File: src/rtl/testpoint_pulser_pkg.sv
// rtl/testpoint_pulser_pkg.sv - shared state encoding and default widths for testpoint_pulser
package testpoint_pulser_pkg;

  localparam int CNT_W_DEF   = 16;
  localparam int BURST_W_DEF = 8;

  typedef enum logic [1:0] {
    ST_IDLE = 2'd0,
    ST_HIGH = 2'd1,
    ST_LOW  = 2'd2
  } state_e;

endpackage

File: src/rtl/tp_edge_counter.sv
// rtl/tp_edge_counter.sv - synchronizes an external line and counts its rising edges
module tp_edge_counter #(
  parameter int CNT_W = 8
) (
  input  logic             clk_i,
  input  logic             rst_ni,
  input  logic             sig_i,
  input  logic             clr_i,
  output logic [CNT_W-1:0] cnt_o
);

  logic             sync1_q, sync2_q, prev_q;
  logic [CNT_W-1:0] cnt_q, cnt_d;

  always_comb begin
    cnt_d = cnt_q;
    if (clr_i) begin
      cnt_d = '0;
    end else if (sync2_q && !prev_q) begin
      cnt_d = cnt_q + 1'b1;
    end
  end

  always_ff @(posedge clk_i) begin
    if (!rst_ni) begin
      sync1_q <= 1'b0;
      sync2_q <= 1'b0;
      prev_q  <= 1'b0;
      cnt_q   <= '0;
    end else begin
      sync1_q <= sig_i;
      sync2_q <= sync1_q;
      prev_q  <= sync2_q;
      cnt_q   <= cnt_d;
    end
  end

  assign cnt_o = cnt_q;

endmodule

File: src/rtl/testpoint_pulser.sv
// rtl/testpoint_pulser.sv - programmable single/burst/continuous pulse source for a board test line
// Optional readback (PROBE, ECHO_CNT, MISMATCH) enabled by TESTPOINT_PULSER_READBACK_EN.
module testpoint_pulser
  import testpoint_pulser_pkg::*;
#(
  parameter int CNT_W   = CNT_W_DEF,
  parameter int BURST_W = BURST_W_DEF
) (
  input  logic               clk_i,
  input  logic               rst_ni,
  input  logic               start_i,
  input  logic               abort_i,
  input  logic [CNT_W-1:0]   width_i,
  input  logic [CNT_W-1:0]   period_i,
  input  logic [BURST_W-1:0] count_i,
`ifdef TESTPOINT_PULSER_READBACK_EN
  input  logic               probe_i,
  output logic [BURST_W-1:0] echo_cnt_o,
  output logic               mismatch_o,
`endif
  output logic               pulse_o,
  output logic               busy_o,
  output logic               done_o,
  output logic [BURST_W-1:0] pulses_sent_o
);

  state_e             state_q, state_d;
  logic [CNT_W-1:0]   cnt_q, cnt_d;
  logic [CNT_W-1:0]   width_q, width_d;
  logic [CNT_W-1:0]   period_q, period_d;
  logic [BURST_W-1:0] count_q, count_d;
  logic [BURST_W-1:0] sent_q, sent_d;
  logic               pulse_q, pulse_d;
  logic               busy_q, busy_d;
  logic               done_q, done_d;
  logic               start_acc;
  logic [CNT_W-1:0]   low_m1;

  assign start_acc = (state_q == ST_IDLE) && start_i && !abort_i;
  // Low phase lasts max(PERIOD-WIDTH, 1) cycles; stored minus one for the down-counter.
  assign low_m1 = (period_q > width_q) ? (period_q - width_q - 1'b1) : '0;

  always_comb begin
    state_d  = state_q;
    cnt_d    = cnt_q;
    width_d  = width_q;
    period_d = period_q;
    count_d  = count_q;
    sent_d   = sent_q;
    pulse_d  = pulse_q;
    busy_d   = busy_q;
    done_d   = 1'b0;
    case (state_q)
      ST_IDLE: begin
        if (start_acc) begin
          sent_d = '0;
          if (width_i != '0) begin
            width_d  = width_i;
            period_d = period_i;
            count_d  = count_i;
            cnt_d    = width_i - 1'b1;
            sent_d   = BURST_W'(1);
            pulse_d  = 1'b1;
            busy_d   = 1'b1;
            state_d  = ST_HIGH;
          end else begin
            done_d = 1'b1;
          end
        end
      end
      ST_HIGH: begin
        if (abort_i || (cnt_q == '0 && count_q != '0 && sent_q == count_q)) begin
          pulse_d = 1'b0;
          busy_d  = 1'b0;
          done_d  = 1'b1;
          state_d = ST_IDLE;
        end else if (cnt_q == '0) begin
          pulse_d = 1'b0;
          cnt_d   = low_m1;
          state_d = ST_LOW;
        end else begin
          cnt_d = cnt_q - 1'b1;
        end
      end
      ST_LOW: begin
        if (abort_i) begin
          busy_d  = 1'b0;
          done_d  = 1'b1;
          state_d = ST_IDLE;
        end else if (cnt_q == '0) begin
          pulse_d = 1'b1;
          sent_d  = sent_q + 1'b1;
          cnt_d   = width_q - 1'b1;
          state_d = ST_HIGH;
        end else begin
          cnt_d = cnt_q - 1'b1;
        end
      end
      default: begin
        pulse_d = 1'b0;
        busy_d  = 1'b0;
        state_d = ST_IDLE;
      end
    endcase
  end

  always_ff @(posedge clk_i) begin
    if (!rst_ni) begin
      state_q  <= ST_IDLE;
      cnt_q    <= '0;
      width_q  <= '0;
      period_q <= '0;
      count_q  <= '0;
      sent_q   <= '0;
      pulse_q  <= 1'b0;
      busy_q   <= 1'b0;
      done_q   <= 1'b0;
    end else begin
      state_q  <= state_d;
      cnt_q    <= cnt_d;
      width_q  <= width_d;
      period_q <= period_d;
      count_q  <= count_d;
      sent_q   <= sent_d;
      pulse_q  <= pulse_d;
      busy_q   <= busy_d;
      done_q   <= done_d;
    end
  end

  assign pulse_o       = pulse_q;
  assign busy_o        = busy_q;
  assign done_o        = done_q;
  assign pulses_sent_o = sent_q;

`ifdef TESTPOINT_PULSER_READBACK_EN
  logic [BURST_W-1:0] echo_cnt;
  logic [1:0]         chk_dly_q, chk_dly_d;
  logic               mismatch_q, mismatch_d;

  tp_edge_counter #(.CNT_W(BURST_W)) u_echo (
    .clk_i (clk_i),
    .rst_ni(rst_ni),
    .sig_i (probe_i),
    .clr_i (start_acc),
    .cnt_o (echo_cnt)
  );

  // Compare two cycles after DONE so the last echoed edge has cleared the synchronizer.
  always_comb begin
    chk_dly_d  = start_acc ? 2'b00 : {chk_dly_q[0], done_q};
    mismatch_d = mismatch_q;
    if (start_acc) begin
      mismatch_d = 1'b0;
    end else if (chk_dly_q[1] && echo_cnt != sent_q) begin
      mismatch_d = 1'b1;
    end
  end

  always_ff @(posedge clk_i) begin
    if (!rst_ni) begin
      chk_dly_q  <= 2'b00;
      mismatch_q <= 1'b0;
    end else begin
      chk_dly_q  <= chk_dly_d;
      mismatch_q <= mismatch_d;
    end
  end

  assign echo_cnt_o = echo_cnt;
  assign mismatch_o = mismatch_q;
`endif

endmodule

File: config.mk
export PLATFORM = sky130hd
export DESIGN_NAME = testpoint_pulser
export DESIGN_NICKNAME = d
export VERILOG_FILES = /design/src/rtl/testpoint_pulser_pkg.sv /design/src/rtl/tp_edge_counter.sv /design/src/rtl/testpoint_pulser.sv
export SDC_FILE = /design/constraint.sdc
export NUM_CORES = 1
export LEC_CHECK = 0
export CORE_MARGIN = 1.5
export CORE_UTILIZATION = 55
export CTS_CLUSTER_DIAMETER = 150
export DETAILED_ROUTE_END_ITERATION = 10
export PLACE_DENSITY = 0.78
export RECOVER_POWER = 100
export SLEW_MARGIN = 5
export SYNTH_ARGS = -nofsm -noshare
export SYNTH_HDL_FRONTEND = slang
export SYNTH_SLANG_ARGS = --single-unit
File: constraint.sdc
create_clock -name clk_i -period 3.5 [get_ports clk_i]
set_input_delay 0.7 -clock clk_i [delete_from_list [all_inputs] [get_ports clk_i]]
set_output_delay 0.7 -clock clk_i [all_outputs]
set_load 0.01 [all_outputs]
==> results.env <==
STATUS='finished with violations'
FAILED_CHECKS='design-rule violations'
NUMPORTBUFFERS=54
SYNTH-WARNING-COUNT=0
POWER.SEQUENTIAL.FRACTION_PCT=26.3
MIN_PATH_TYPE='register to register'
SWITCHING_POWER_W=0.00182
STARTPOINT_TYPE='register'
ROUTE.FINAL.WIRE_LENGTH_UM=14900
POST-DP-HPWL_UM=11200
SYN2LAYOUT_AREA_GROWTH_PCT=16.5
DEPTH_OF_THE_WORST_REGISTER_TO_REGISTER_PATH=10
SWITCHING_SHARE_PCT=46.3
MAXSLEWHEADROOM_PCT=24.7
SETUP-TNS-FINAL_NS=0
CRIT_CHAIN='inv_1 > ha_1 > a21oi_1 > o21ai_0 > o2bb2ai_1 > nor4_1 > clkbuf_1 > and3b_1 > o211ai_1 > a31oi_1'
GPL.FINAL_WEIGHTED_CONGESTION=0.907
WORST_SLEW_PIN_SLEW_NS=1.12
VIA_COUNT_OF_THE_FIRST_GLOBAL_ROUTING_PASS=4898
CRITICAL-PATH-MAX-STAGE-DELAY_NS=0.85
NETS_FINISH=801
INTERNAL_POWER_W=0.00210
POWER_FRAC_CLOCK_PCT=18.0
RRSETUPSLACK_NS=0.25
CRIT-REG2REG-CAPTURE='cnt_q[10]'
WL_PER_CELL_UM=17.7
WORST_EP_REQUIRED_NS=3.73
FINCLKSKEW_NS=0.0177
CLOCK_LATENCY_NS=0.36
DETAIL_ROUTE.DRC_VIOLATIONS=2
CLOCK-SINKS=69
CELL_FAMILY_CONTRIBUTING_THE_MOST_DELAY_ON_THE_CRITICAL_PATH='simple AND/OR/NAND/NOR gates'
CORE_AREA_UM2=8810
TIMING.FINAL.CRIT_SHARE_PCT=92.9
CLOCK_TREE_FROM_TRITONCTS='done'
WORST-PATH-MAX-FANOUT=6
SYNTHARSTFLOPSHARE_PCT=0
MOST_FREQUENTLY_USED_FLOP_MASTER_AFTER_SYNTHESIS='sky130_fd_sc_hd__dfxtp_1'
DIE_Y_UM=99.0
VIA_PER_INST=6.29
FINALSETUPVIOLATIONS=0
POST_SYNTH_MAIN_AREA_CONTRIBUTORS='sky130_fd_sc_hd__dfxtp_1, sky130_fd_sc_hd__a21oi_1, sky130_fd_sc_hd__nand2_1'
HOLDBUFCOUNTCTS=0
DETAILEDROUTE.FIRSTPASSITERATIONCOUNT=8
SYN_NETS=755
SYNTH_LARGEST_TYPE_AREA_FRACTION_PCT=27.3
CRITPATHKIND='register to register'
CLOCK_PERIOD_MINUS_FINAL_WORST_SETUP_SLACK_NS=3.25
NETLIST.TOP_CELL.BY_AREA='sky130_fd_sc_hd__dfxtp_1'
GLOBALROUTETOTALUTIL_PCT=30.5
FMAX_MHz=307
CRIT-REG2REG-LAUNCH='width_q[7]'
NETLIST_AREA_UM2=5070
BOUNDARYPINS=55
ANTENNA_FOUND_INITIAL=0
CTS_SETUP_BUFFERS=0
DRV_CAP=0
ANTENNA_VIOLATING_NETS_POST_ROUTE=0
CRIT_BUF_INV=2
AVGSYNTHCELLAREA_UM2=7.41
CTS_MAX_LEVEL=3
PWR-SHARE-COMB_PCT=55.7
WORST_SETUP_HOLD_PATH_CLK_SLEW_NS=0.08
CLOCK_PATH_BUFFERS=2
SEQUENTIAL_SHARE_OF_THE_SYNTHESIZED_AREA_PCT=27.3
SYNTHMOSTINSTANTIATEDCELL='sky130_fd_sc_hd__nand2_1'
NUMCTSBUFFERS=9
SYNTH_CELL_TYPE_COUNT=67
REPORT.FINAL.SLEW_VIOL_COUNT=0
FRACTION_OF_THE_MAPPED_NETLIST_AREA_IN_COMPOUND_GATES_PCT=25.2
DIE_W_UM=99.0
WORST_SETUP_PATH_STARTPOINT='width_q[7]'
FIN_HOLD_WS_NS=0.463
CPMAXSTAGEDELAYCELL='sky130_fd_sc_hd__nor4_1'
LARGEST_FAMILY_OF_LOGIC_CELLS_BY_SYNTHESIZED_AREA='compound AO/OA/AOI/OAI gates'
DETAILROUTE.VIA_COUNT=5302
CRIT_ARRIVAL_NS=3.48
P_LEAK_nW=2.23
TIMING.FINAL.HOLD_VIOLATIONS=0
POST_CTS_RESIZE_COUNT=0
ANTENNADIODECOUNT=0
GRT_FIRST_PASS_WIRELENGTH_UM=24100
POWER_DENSITY_nW_PER_UM2=664
TIMING.CRITICAL_PATH.TO='cnt_q[10]'
CTS_ROOT_BUFFER='sky130_fd_sc_hd__clkbuf_8'
TIMING.CRITICAL_PATH.TO_TYPE='register'
GRT_START_MAX_NET_PINS=44
INITIAL_CORE_UTIL_PCT=57.5
SHARE_OF_LAYOUT_CELLS_ABOVE_DRIVE_STRENGTH_1_PCT=5.58
SYNTH_ENABLE_FLOP_CELLS=0
POST_SYNTH_INST_COUNT=684
GLOBALROUTE.TOTALOVERFLOW=0
YOSYS.AREA_SHARE.SIMPLE_PCT=24.7
DETAIL_ROUTE.ITER0.VIOLATIONS=384
DIEAREA_UM2=9800
POST_SYNTH_FA_HA_MAJ_AREA_FRACTION_PCT=6.81
SYNTHXORXNORAREAFRAC_PCT=9.16
MOST_USED_STANDARD_CELLS_IN_THE_SYNTHESIZED_NETLIST='sky130_fd_sc_hd__nand2_1, sky130_fd_sc_hd__a21oi_1, sky130_fd_sc_hd__dfxtp_1'
CP_NUM_CELLS=10
RSZ0062_AT_GRT='false'
ROWS=34
POSTSYNTHREGISTERBITS=69
VDD_DROP_MAX_uV=300
MUX_SHARE_OF_POST_SYNTHESIS_CELL_AREA_PCT=1.38
-- through the flow --
stage | instance area [um2] | power [W] | util, % | std cells | worst slack, ns
global route | 5910 | 0.00417 | 67.1 | 843 | 0.0620
global placement | 5720 | 0.00317 | 65.0 | 827 | 0.346
detailed placement | 5720 | 0.00320 | 65.0 | 827 | 0.276
finish | 5910 | 0.00392 | 67.1 | 843 | 0.247
CTS | 5930 | 0.00390 | 67.3 | 843 | 0.373
floorplan | 5070 | 0.00258 | - | 684 | 0.770
-- metal layers --
metal	GRT usage (%)	wire length [um]	share of wire [%]	up-vias
li1	-	-	-	2554
met1	41.4	6660	45	2496
met2	49.3	6790	46	215
met3	5.46	1100	7.4	37
met4	9.23	356	2.4	0
met5	0	0	0	-
-- power by group through the flow --
stage	Clock (W)	Combinational (W)	Sequential, W
2_1_floorplan	0	0.00157	0.00101
3_3_place_gp	0	0.00213	0.00104
3_5_place_dp	0	0.00215	0.00105
4_1_cts	0.000703	0.00217	0.00103
5_1_grt	0.000736	0.00238	0.00105
6_report	0.000704	0.00219	0.00103
-- worst min-delay path, cell delays in order, from the launching register on --
cell                      delay [ns]
sky130_fd_sc_hd__dfxtp_1        0.32
sky130_fd_sc_hd__nand2_1        0.05
sky130_fd_sc_hd__a21oi_1        0.05
-- layout by cell type, fill, tap and decap left out, types with 13 or more instances in the layout --
master and count:
sky130_fd_sc_hd__buf_4 13, sky130_fd_sc_hd__a21oi_1 85, sky130_fd_sc_hd__o21ai_0 31, sky130_fd_sc_hd__nand4_1 15, sky130_fd_sc_hd__nand2_1 106, sky130_fd_sc_hd__ha_1 26, sky130_fd_sc_hd__inv_1 33, sky130_fd_sc_hd__nor2_1 42
sky130_fd_sc_hd__xor2_1 16, sky130_fd_sc_hd__xnor2_1 37, sky130_fd_sc_hd__clkdlybuf4s50_1 42, sky130_fd_sc_hd__nor3_1 17, sky130_fd_sc_hd__dfxtp_1 69
-- registers in the layout, summed over array words and instances (netlist names) --
signal,cells
done_o,1
state_q,2
count_q,8
cnt_q,16
pulse_o,1
pulses_sent_o,8
busy_o,1
period_q,16
width_q,16
-- area by class of cell --
| class | instances | area, um2 |
|---|---|---|
| clock buffer | 10 | 138 |
| timing repair buffer | 71 | 656 |
| clock inverter | 6 | 68.8 |
| tap | 108 | 135 |
| fill | 786 | 2900 |
| sequential | 69 | 1380 |
| inverter | 34 | 128 |
| multi-input combinational | 545 | 3400 |
-- kinds of logic after synthesis --
logic type                 count (synthesis)
and+or+nand+nor                          255
AOI/OAI and AO/OA                        203
buffers and inverters                     70
DFF                                       69
xor gates and xnor gates                  53
adders and majority gates                 27
muxes                                      7
-- worst min-delay path by stage --
stage | start | depth (start not counted) | slack [ns] | end
after CTS | period_q[10] | 2 | 0.47 | period_q[10]
after global placement | period_q[10] | 2 | 0.45 | period_q[10]
after global routing | period_q[2] | 2 | 0.48 | period_q[2]
after floorplan | period_q[10] | 2 | 0.44 | period_q[10]
final | period_q[2] | 2 | 0.46 | period_q[2]
after detailed placement | period_q[10] | 2 | 0.45 | period_q[10]
(Power assumes the default switching activity.)
==> RTL change 1 (same flow settings) <==
The package constant `CNT_W_DEF` goes from 16 to 12.
--- a/src/rtl/testpoint_pulser_pkg.sv
+++ b/src/rtl/testpoint_pulser_pkg.sv
@@ -1,7 +1,7 @@
 // rtl/testpoint_pulser_pkg.sv - shared state encoding and default widths for testpoint_pulser
 package testpoint_pulser_pkg;
 
-  localparam int CNT_W_DEF   = 16;
+  localparam int CNT_W_DEF   = 12;
   localparam int BURST_W_DEF = 8;
 
   typedef enum logic [1:0] {
Ports: changed (resized period_i and width_i); port bits go from 55 to 47. The function was not compared with the original's and may differ.
==> RTL change 1 against the unedited design <==
- combinational power is 33% lower
- synthesized cell count shrank 22%
- highest routed layer unchanged
- critical endpoint is now cnt_q[4]
- sequential cell count decreased by 12
- worst setup slack worse by 10 ps
- routed wire length fell by 28%
- via count shrank 24%
- final area shrank 20%
- total power down 23%
- synthesized area shrank 21%
- global-route usage shrank 1.1 points
==> RTL change 1: results (changes against the unedited design) <==
CP max stage cell = dlygate4sd3_1 (was nor4_1)
First drt pass iteration count = 5 (was 8)
Wire length per cell = 16.0 um (was 17.7 um)
Crit path DAT = 3500 ps (was 3480 ps)
Max Clock Skew = 8.94 ps (was 17.7 ps)
Reg-to-reg setup timing slack = 470 ps (was 250 ps)
Hold_sp = period_q[4] (was period_q[2])
Distinct cells, synth = 64 (was 67)
Initial drt markers = 347 (was 384)
Sequential fraction of the synthesis area = 28.5% (was 27.3%)
Number of global-route vias before repair = 3,681 (was 4,898)
Synth cell count leaders = nand2_1, a21oi_1, dfxtp_1 (unchanged)
R2r startpoint = width_q[8] (was width_q[7])
P_leak = 1.83 nW (was 2.23 nW)
GRT Overall Usage = 29.3% (was 30.5%)
CP startpoint = width_i[0] (was width_q[7])
Top cells by area, synth = dfxtp_1, a21oi_1, nand2_1 (unchanged)
Status = finished clean (was finished, violations left)
Post-Syn Nets = 589 (was 755)
Share of layout cells above drive strength 1 = 6.23% (was 5.58%)
Final Wtd Congestion = 0.943 (was 0.907)
I/O Buffers = 46 (was 54)
Fin nets = 631 (was 801)
Worst-Margin Slew = 517 ps (was 1120 ps)
Worst-Skew Late Latency = 340 ps (was 360 ps)
Via/cell ratio = 5.98 (was 6.29)
R2R depth = 9 (was 10)
## RTL change 1: changes by cell type after synthesis, sizes merged, moves of 7 or more
| cell | change |
|---|---|
| xnor2 | -13 |
| nor2 | -12 |
| dfxtp | -12 |
| clkbuf | -13 |
| a21o | -7 |
| o211ai | -7 |
| a21oi | -15 |
| nand2 | -17 |
| o21ai | -7 |
| nand4 | -10 |
## RTL change 1: worst min-delay path by stage
stage,to,cells past startpoint
final,period_q[4],2
after floorplan,period_q[10],2
after detailed placement,period_q[2],2
after CTS,period_q[2],2
after global placement,period_q[10],2
after global routing,period_q[6],2
## RTL change 1: metrics by stage
| step | cell area, um2 | std cells | utilization (%) |
|---|---|---|---|
| global placement | 4550 | 658 | 65.9 |
| floorplan | 4010 | 531 | - |
| CTS | 4770 | 674 | 69.0 |
| detailed placement | 4550 | 658 | 65.9 |
| global route | 4730 | 674 | 68.5 |
| finish | 4730 | 674 | 68.5 |
## RTL change 1: logic make-up (layout without fill, tap and decap cells)
kind of cell	count (synthesis)	after routing	share of synthesized area, %
AOI/OAI and AO/OA	160	160	25.3
xor gates and xnor gates	36	36	7.87
adders and majority gates	22	22	7.06
buffers and inverters	56	103	6.12
DFF	57	57	28.5
muxes	3	3	0.749
and+or+nand+nor	197	197	24.5
## RTL change 1: layout make-up
class                           count  area [um2]  area share, %
Timing Repair Buffer               59         543           11.5
Inverter                           28         105           2.22
Tap cell                           96         120           2.54
Clock buffer                       11         141           2.99
Sequential cell                    57        1140           24.1
Multi-Input combinational cell    418        2600           55.0
Clock inverter                      5        78.8           1.67
## RTL change 1: worst min-delay path, stage by stage (launching register included)
cell and delay, ps:
dfxtp_1 310, nand2_1 50, a21oi_1 50
## RTL change 1: layer usage
layer	global-route usage [%]	vias up
li1	-	1986
met1	41.6	1845
met2	44.6	181
met3	6.44	19
met4	9.09	0
met5	0	-
## RTL change 1: where the power goes
| group | internal [mW] | total [mW] | leakage (nW) | switching, mW |
|---|---|---|---|---|
| registers | 0.737 | 0.833 | 0.465 | 0.0966 |
| logic | 0.587 | 1.47 | 1.25 | 0.880 |
| clock network | 0.419 | 0.704 | 0.113 | 0.285 |
==> RTL change 2 (same settings) <==
Made on the original files. The 3 states of `state_e` get a one-hot encoding in 3 bits.
--- a/src/rtl/testpoint_pulser_pkg.sv
+++ b/src/rtl/testpoint_pulser_pkg.sv
@@ -4,10 +4,10 @@
   localparam int CNT_W_DEF   = 16;
   localparam int BURST_W_DEF = 8;
 
-  typedef enum logic [1:0] {
-    ST_IDLE = 2'd0,
-    ST_HIGH = 2'd1,
-    ST_LOW  = 2'd2
+  typedef enum logic [2:0] {
+    ST_IDLE = 3'b001,
+    ST_HIGH = 3'b010,
+    ST_LOW  = 3'b100
   } state_e;
 
 endpackage
Check against the original RTL: same outputs for any inputs over 10 cycles, from zero or initial values and one cycle with rst_ni low; not proved beyond that.
==> RTL change 2 against the unedited design <==
- first-iteration DRC count decreased by 0.26%
- final area decreased by 0.93%
- die area decreased by 3.1%
- worst setup slack got worse by 7.0 ps
- count of clock-buffer cells in the layout decreased by 1
- routed wire length decreased by 9.0%
- cell count decreased by 2.3%
- synthesized area decreased by 3.2%
- critical path type is now primary input to flop
- sequential cell count increased by 1
- sequential share of layout area increased by 0.56 points
Power is not compared: it rests on default switching activity, and its combinational part moved more than twofold at a synthesized area within 25%.
==> RTL change 2: results (changes against the unedited design) <==
Reg-to-reg setup timing slack = 350 ps (was 250 ps)
Max incr delay on CP = 510 ps (was 850 ps)
Post-Syn Area per Cell = 7.54 um2 (was 7.41 um2)
Crit path DAT = 3520 ps (was 3480 ps)
CTS HTree Levels = 3 (unchanged)
Post-CTS setup buffers = 0 (unchanged)
Number of global-route vias before repair = 4,642 (was 4,898)
CP max stage cell = or4_1 (was nor4_1)
Fin nets = 778 (was 801)
Clk slew on worst S/H paths = 80 ps (about the same)
Final Wtd Congestion = 0.969 (was 0.907)
Initial drt markers = 383 (was 384)
Biggest regs = cnt_q: 16 flops, period_q: 16 flops, width_q: 16 flops (unchanged)
Max Clock Skew = 8.39 ps (was 17.7 ps)
Via/cell ratio = 6.08 (was 6.29)
Detail Placement HPWL = 10.2 mm (was 11.2 mm)
CP Max Fanout = 14 (was 6)
First drt pass iteration count = 5 (was 8)
GRT Overall Usage = 28.7% (was 30.5%)
Top cells by area, synth = dfxtp_1, nand2_1, xnor2_1 (was dfxtp_1, a21oi_1, nand2_1)
Initial antenna violation count = 0 (unchanged)
Yosys warning total = 0 (unchanged)
Sequential fraction of the synthesis area = 28.6% (was 27.3%)
Fillers = 799 (was 786)
Status = finished clean (was finished, violations left)
First-pass GRT wire length = 22.3 mm (was 24.1 mm)
Wire length per cell = 16.4 um (was 17.7 um)
Worst slew margin = 58.3% (was 24.7%)
Number of cells in the design after placement = 808 (was 827)
I/O Buffers = 54 (unchanged)
Worst-Skew Late Latency = 360 ps (about the same)
DP Area = 5660 um2 (was 5720 um2)
Antenna cell count = 0 (unchanged)
Vias = 5,006 (was 5,302)
Total CTS buffers = 9 (unchanged)
Hold Path Depth = 2 (unchanged)
R2R depth = 8 (was 10)
Synth cell count leaders = nand2_1, dfxtp_1, nor2_1 (was nand2_1, a21oi_1, dfxtp_1)
Asr flop ratio synth = 0% (unchanged)
Maximum resistive drop on vdd = 0.196 mV
Number of flops mapped to enable cells by yosys = 0 (unchanged)
Hold Crit Class = flop to flop (unchanged)
Post-Syn Nets = 718 (was 755)
Largest net degree at the start of global routing = 65 (was 44)
PD cells = 386 nW/um2
Distinct cells, synth = 60 (was 67)
P_leak = 2.28 nW
Share of layout cells above drive strength 1 = 7.12% (was 5.58%)
RTL change 2: changes by cell type after synthesis, moves of 5 or more:
cell	delta
a21boi_0	+40
a21o_1	-7
a21oi_1	-51
a221oi_1	+5
clkbuf_1	-7
nand2_1	+8
nor2_1	+9
nor3_1	+8
o211ai_1	-10
RTL change 2: cell type report:
type                    count  area share, %
inverters                  30           1.92
multi-input cells         521           55.7
clock buffers               9           2.12
repair buffers             79           12.3
flip-flops and latches     70           24.0
clock inverters             7           1.67
well taps                 108           2.31
RTL change 2: metrics by stage:
step	setup slack (ps)	hold WS, ps	power [mW]
after floorplan	456	447	1.32
after global placement	15.2	458	1.50
after detailed placement	-97.0	466	1.52
after CTS	277	477	2.26
after global routing	44.5	490	2.36
final	240	471	2.26
RTL change 2: logic make-up (layout without fill, tap and decap cells):
logic type | Yosys count | in the layout | share of synthesized area, %
flip-flops | 70 | 70 | 28.6
multiplexers | 5 | 5 | 1.07
XOR/XNOR | 58 | 58 | 10.4
adder cells (fa/ha/maj) | 23 | 23 | 6.02
AO/OA/AOI/OAI | 175 | 175 | 24.4
buffers and inverters | 60 | 125 | 4.97
AND/OR/NAND/NOR | 260 | 260 | 24.7
RTL change 2: per-layer routing:
metal  track usage [%]  routed length (um)  up-vias
li1                  -                   -     2427
met5                 0                   0        -
met1              37.6                5970     2361
met2              47.2                6390      190
met3              4.60                 872       28
met4              11.0                 327        0
RTL change 2: power by group through the flow:
stage	sequential (mW)	clock [mW]	combinational (mW)
after floorplan	0.885	0	0.432
after global placement	0.894	0	0.606
after detailed placement	0.895	0	0.621
after CTS	0.877	0.757	0.627
after global routing	0.883	0.790	0.692
final	0.878	0.748	0.632
RTL change 2: worst max-delay path, delay by kind of cell:
family / cells / cell delay, ps
AO/OA/AOI/OAI: 1 / 300
adder cells (fa/ha/maj): 1 / 170
buffers and inverters: 3 / 720
AND/OR/NAND/NOR: 5 / 1610
RTL change 2: path summary, 6_finish.rpt:
check,startpoint,end
setup / recovery,width_i[0],cnt_q[0]
hold / removal,pulse_o,pulse_o
setup reg to reg,cnt_q[6],cnt_q[8]
hold reg to reg,pulse_o,pulse_o
